<file path="config.mk">
export PLATFORM = sky130hd
export DESIGN_NAME = axi_rd_arbiter
export DESIGN_NICKNAME = d
export VERILOG_FILES = /design/src/rtl/axi_arb_pkg.sv /design/src/rtl/axi_rd_arbiter_rr_arb2.sv /design/src/rtl/axi_rd_arbiter.sv
export SDC_FILE = /design/constraint.sdc
export NUM_CORES = 1
export LEC_CHECK = 0
export BUFFER_PORTS_ARGS = -buffer_cell sky130_fd_sc_hd__buf_2
export CAP_MARGIN = 20
export CELL_PAD_IN_SITES_DETAIL_PLACEMENT = 1
export CELL_PAD_IN_SITES_GLOBAL_PLACEMENT = 1
export CORE_ASPECT_RATIO = 1.75
export CORE_MARGIN = 10
export CORE_UTILIZATION = 15
export CTS_CLUSTER_SIZE = 10
export DETAILED_ROUTE_END_ITERATION = 8
export GPL_TIMING_DRIVEN = 1
export PLACE_DENSITY_LB_ADDON = 0.08
export SYNTH_ARGS = -nofsm -noshare
export SYNTH_HDL_FRONTEND = slang
export SYNTH_HIERARCHICAL = 1
export SYNTH_SLANG_ARGS = --single-unit
</file>
<file path="constraint.sdc">
create_clock -name clk -period 1.63 [get_ports clk]
set_input_delay 0.0815 -clock clk [delete_from_list [all_inputs] [get_ports clk]]
set_output_delay 0.0815 -clock clk [all_outputs]
set_load 0.01 [all_outputs]
</file>
<file path="src/rtl/axi_arb_pkg.sv">
// Shared arbiter definitions: state encodings and AR control payload.
// Reusable by read and write arbiters alike.
package axi_arb_pkg;

  localparam logic [1:0] ST_IDLE = 2'd0;
  localparam logic [1:0] ST_ADDR = 2'd1;
  localparam logic [1:0] ST_DATA = 2'd2;

  typedef enum logic [1:0] {
    IDLE = ST_IDLE,
    ADDR = ST_ADDR,
    DATA = ST_DATA
  } arb_state_e;

  // AR sideband fields, everything except address and valid
  typedef struct packed {
    logic       id;
    logic [3:0] len;
    logic [2:0] size;
    logic [1:0] burst;
    logic       lock;
    logic [3:0] cache;
    logic [2:0] prot;
  } ar_ctrl_t;

endpackage

</file>
<file path="src/rtl/axi_rd_arbiter_rr_arb2.sv">
// Two-way round-robin grant: a lone requester wins, a tie goes to ~lst.
module rr_arb2 (
  input  logic [1:0] req,
  input  logic       lst,
  output logic       gnt
);

  always_comb begin
    gnt = (&req) ? ~lst : req[1];
  end

endmodule

</file>
<file path="src/rtl/axi_rd_arbiter.sv">
// Two-requester AXI read arbiter; one burst outstanding, round-robin grant.
module axi_rd_arbiter
  import axi_arb_pkg::*;
#(
  parameter int unsigned AXI_ADDR_W = 30,
  parameter int unsigned AXI_DATA_W = 32
) (
  input  logic                  clk,
  input  logic                  rst,
  input  logic                  s0_axi_arid,
  input  logic [AXI_ADDR_W-1:0] s0_axi_araddr,
  input  logic [3:0]            s0_axi_arlen,
  input  logic [2:0]            s0_axi_arsize,
  input  logic [1:0]            s0_axi_arburst,
  input  logic                  s0_axi_arlock,
  input  logic [3:0]            s0_axi_arcache,
  input  logic [2:0]            s0_axi_arprot,
  input  logic                  s0_axi_arvalid,
  output logic                  s0_axi_arready,
  output logic                  s0_axi_rid,
  output logic [AXI_DATA_W-1:0] s0_axi_rdata,
  output logic [1:0]            s0_axi_rresp,
  output logic                  s0_axi_rlast,
  output logic                  s0_axi_rvalid,
  input  logic                  s0_axi_rready,
  input  logic                  s1_axi_arid,
  input  logic [AXI_ADDR_W-1:0] s1_axi_araddr,
  input  logic [3:0]            s1_axi_arlen,
  input  logic [2:0]            s1_axi_arsize,
  input  logic [1:0]            s1_axi_arburst,
  input  logic                  s1_axi_arlock,
  input  logic [3:0]            s1_axi_arcache,
  input  logic [2:0]            s1_axi_arprot,
  input  logic                  s1_axi_arvalid,
  output logic                  s1_axi_arready,
  output logic                  s1_axi_rid,
  output logic [AXI_DATA_W-1:0] s1_axi_rdata,
  output logic [1:0]            s1_axi_rresp,
  output logic                  s1_axi_rlast,
  output logic                  s1_axi_rvalid,
  input  logic                  s1_axi_rready,
  output logic                  m_axi_arid,
  output logic [AXI_ADDR_W-1:0] m_axi_araddr,
  output logic [3:0]            m_axi_arlen,
  output logic [2:0]            m_axi_arsize,
  output logic [1:0]            m_axi_arburst,
  output logic                  m_axi_arlock,
  output logic [3:0]            m_axi_arcache,
  output logic [2:0]            m_axi_arprot,
  output logic                  m_axi_arvalid,
  input  logic                  m_axi_arready,
  input  logic                  m_axi_rid,
  input  logic [AXI_DATA_W-1:0] m_axi_rdata,
  input  logic [1:0]            m_axi_rresp,
  input  logic                  m_axi_rlast,
  input  logic                  m_axi_rvalid,
  output logic                  m_axi_rready
);

  arb_state_e state_q, state_d;
  logic       gnt_q, gnt_d;
  logic       lst_q, lst_d;
  logic       rr_gnt;
  logic       sel_s1;
  ar_ctrl_t   s0_ctrl, s1_ctrl, m_ctrl;

  rr_arb2 u_rr_arb2 (
    .req ({s1_axi_arvalid, s0_axi_arvalid}),
    .lst (lst_q),
    .gnt (rr_gnt)
  );

  assign s0_ctrl = {s0_axi_arid, s0_axi_arlen, s0_axi_arsize, s0_axi_arburst,
                    s0_axi_arlock, s0_axi_arcache, s0_axi_arprot};
  assign s1_ctrl = {s1_axi_arid, s1_axi_arlen, s1_axi_arsize, s1_axi_arburst,
                    s1_axi_arlock, s1_axi_arcache, s1_axi_arprot};
  assign {m_axi_arid, m_axi_arlen, m_axi_arsize, m_axi_arburst,
          m_axi_arlock, m_axi_arcache, m_axi_arprot} = m_ctrl;

  // R payload is broadcast; only rvalid is steered to the granted requester
  assign s0_axi_rid   = m_axi_rid;
  assign s0_axi_rdata = m_axi_rdata;
  assign s0_axi_rresp = m_axi_rresp;
  assign s0_axi_rlast = m_axi_rlast;
  assign s1_axi_rid   = m_axi_rid;
  assign s1_axi_rdata = m_axi_rdata;
  assign s1_axi_rresp = m_axi_rresp;
  assign s1_axi_rlast = m_axi_rlast;

  always_ff @(posedge clk or posedge rst) begin
    if (rst) begin
      state_q <= IDLE;
      gnt_q   <= 1'b0;
      lst_q   <= 1'b1;
    end else begin
      state_q <= state_d;
      gnt_q   <= gnt_d;
      lst_q   <= lst_d;
    end
  end

  always_comb begin
    state_d        = state_q;
    gnt_d          = gnt_q;
    lst_d          = lst_q;
    m_axi_arvalid  = 1'b0;
    m_axi_rready   = 1'b0;
    s0_axi_arready = 1'b0;
    s1_axi_arready = 1'b0;
    s0_axi_rvalid  = 1'b0;
    s1_axi_rvalid  = 1'b0;

    // payload follows the grant only in ADDR, otherwise parked on s0
    sel_s1       = (state_q == ADDR) && gnt_q;
    m_ctrl       = sel_s1 ? s1_ctrl : s0_ctrl;
    m_axi_araddr = sel_s1 ? s1_axi_araddr : s0_axi_araddr;

    case (state_q)
      IDLE: begin
        if (s0_axi_arvalid || s1_axi_arvalid) begin
          gnt_d   = rr_gnt;
          state_d = ADDR;
        end
      end
      ADDR: begin
        m_axi_arvalid = gnt_q ? s1_axi_arvalid : s0_axi_arvalid;
        if (gnt_q) s1_axi_arready = m_axi_arready;
        else       s0_axi_arready = m_axi_arready;
        if (m_axi_arvalid && m_axi_arready) state_d = DATA;
      end
      DATA: begin
        m_axi_rready = gnt_q ? s1_axi_rready : s0_axi_rready;
        if (gnt_q) s1_axi_rvalid = m_axi_rvalid;
        else       s0_axi_rvalid = m_axi_rvalid;
        if (m_axi_rvalid && m_axi_rready && m_axi_rlast) begin
          state_d = IDLE;
          lst_d   = gnt_q;
        end
      end
      default: state_d = IDLE;
    endcase
  end

endmodule

</file>
==> run summary <==
R2R Setup Slk: 230 ps
Fin. max-slew vios: 0
DR WL/cell: 20.2 um
MaxCap Viol Count: 0
Initial Utilization: 15.4%
Vias/cell: 3.84
Final GP Congestion: 0.704
Antenna viol nets, final: 0
First-pass GRT wire length: 10.3 mm
Setup CP Type: flop to output port
Clock H-tree levels: 1
Seq/Total Area, Yosys: 6.95%
Worst Setup SP: gnt_q
HPWL after DPL: 6.86 mm
Core area: 9470 um^2
Pleak: 0.00109 uW
Antenna violations before repair: 0
CTS tree: done
Synth warn: 6
RSZ-0062 raised after global routing: yes
Antenna cells: 0
Worst Setup EP: m_axi_araddr[27]
Clock Pin Slew Worst Setup and Hold Paths: 30 ps
Clock tree buffer depth: 2
Final Hold Viols: 0
Cell area after synthesis: 1460 um^2
Initial DRC Count: 9
Skew-Pair Late Insertion Delay: 220 ps
Worst Path Required: 1550 ps
Post-CTS setup buffers: 0
Post-layout util: 20.7%
Pre-antenna DRT Iters: 2
Syn_area_per_cell: 9.40 um^2
Root Buffer: clkbuf_16
Die area: 14200 um^2
Net Count, Synth: 295
Area grow syn2layout: 34.3%
WL final: 7.44 mm
TritonCTS Buffers: 3
# IOs: 266
Vias in the first global route: 1730
CP Launch Type: flop
Worst Reg-to-Reg Cells: 4
Max-Slew Margin vs Limit: 82.5%
Pwr dens: 1430 nW/um^2
Fin nets: 387
Die Wd: 94.5 um
Fin crit share: 98.6%
Worst EP arrival: 1530 ps
FF-to-FF End: lst_q
Gr ovfl total: 0
Worst vdd ir: 0.557 mV
DR vias: 1412
R2r startpoint: gnt_q
HP Class: input port to flop
Status: finished clean
Layout cells sized above 1: 90.7%
Final setup viols: 0
Distinct cells, synth: 22
Layout Skew: 2.84 ps
Sink Count: 4
PortBufs: 160
Pwr Total: 2790 uW
FP Rows: 47
Die Ht: 150 um
Worst Tran Pin Value: 256 ps
CP endpoint kind: output port
Mapped Cells: 155
Total GRT Usage: 9.70%
Fmax: 622 MHz
Tmin final: 1610 ps
Worst-path fanout max: 31
#FFs+latches synth: 4
DR DRC count: 0
Largest net degree at the start of global routing: 32
-- layout make-up --
cell class | instances | area [um^2]
flip-flops and latches | 4 | 103
fillers | 1169 | 7510
well taps | 122 | 153
clock buffers | 4 | 78.8
inverters | 2 | 7.51
multi-input cells | 70 | 752
repair buffers | 166 | 865
-- timing repair --
item / in CTS / in global routing
setup endpoints to repair: 37 / 21
hold buffers: 1 / 0
gates cloned: 0 / 0
endpoints found under the hold margin: 4 / 0
resized for setup: 3 / 1
-- flip-flops by register name, indices dropped and copies added (netlist names) --
| name | cells |
|---|---|
| state_q | 2 |
| gnt_q | 1 |
| lst_q | 1 |
-- through the flow --
stage               cells  setup TNS (ps)  hold WS, ps  worst slack (ps)  cell area [um^2]
global route          368            -663          128             -44.2              1960
detailed placement    363               0        -21.1               172              1860
global placement      363               0        -21.8               185              1860
floorplan             155               0         -153               358              1460
finish                368               0          101              23.2              1960
CTS                   368           -9.03          103             -3.33              1950
-- placed cells by master, fill, tap and decap left out --
| cell | netlist | final |
|---|---|---|
| mux2i_1 | 1 | 1 |
| nor4b_1 | 1 | 1 |
| clkbuf_16 | 0 | 3 |
| nor3b_1 | 1 | 1 |
| mux2_4 | 9 | 11 |
| dlygate4sd3_1 | 0 | 1 |
| nand2b_1 | 1 | 1 |
| nand3_1 | 1 | 1 |
| dfrtp_2 | 0 | 1 |
| buf_6 | 1 | 1 |
| inv_1 | 2 | 2 |
| and3b_1 | 1 | 1 |
| buf_12 | 0 | 1 |
| and4b_1 | 1 | 1 |
| nor2_1 | 4 | 4 |
| nand2_1 | 1 | 1 |
| mux2_2 | 42 | 40 |
| dfrtp_1 | 3 | 2 |
| nand3b_4 | 1 | 1 |
| buf_2 | 0 | 160 |
| clkbuf_1 | 0 | 1 |
| nor3_1 | 3 | 3 |
| buf_4 | 77 | 3 |
| dfstp_2 | 1 | 1 |
| a311oi_1 | 1 | 1 |
| o22ai_1 | 1 | 1 |
| a21boi_2 | 1 | 1 |
-- worst max-delay path, cell delays in order, from the launching register on --
cell and delay (ps):
dfrtp_2 430, nand3b_4 110, buf_12 220, mux2_2 360, buf_2 140
-- cells in the mapped netlist, drive strengths merged --
cell,number,area share (%)
nor3b,1,0.52
nand3b,1,1.4
and3b,1,0.60
nand2,1,0.26
nor2,4,1.0
o22ai,1,0.43
a21boi,1,0.77
nand2b,1,0.43
dfrtp,3,5.2
a311oi,1,0.60
and4b,1,0.69
dfstp,1,1.8
buf,79,41
nand3,1,0.34
nor4b,1,0.60
mux2,51,42
mux2i,1,0.69
inv,2,0.52
nor3,3,1.0
-- report_power, final --
group	leakage [uW]	switching, uW	internal [uW]
registers	0.0000453	45.9	154
clock network	0.0000382	68.8	323
logic	0.00100	1020	1180
-- cell families after synthesis --
logic type	count (synthesis)	synth area share [%]
mux	52	42.4
flops	4	6.95
simple gates	15	6.87
compound gates	3	1.80
buf+inv	81	42.0
-- how the worst min path moves through the flow --
stage                   from         end  slack, ps  depth (start not counted)
2_1_floorplan            rst       gnt_q       -150                          1
3_3_place_gp             rst  state_q[1]        -20                          2
3_5_place_dp             rst  state_q[1]        -20                          2
4_1_cts        m_axi_arready  state_q[0]        100                          2
5_1_grt        m_axi_arready  state_q[0]        130                          2
6_report       m_axi_arready  state_q[0]        100                          2
-- layer usage --
metal	vias to the layer above	global-route usage, %	part of all wire, %
met3	36	5.13	14
met5	-	0	0
met4	0	4.36	3.3
li1	637	-	-
met1	603	6.60	27
met2	136	19.9	56
(Power assumes the default switching activity.)
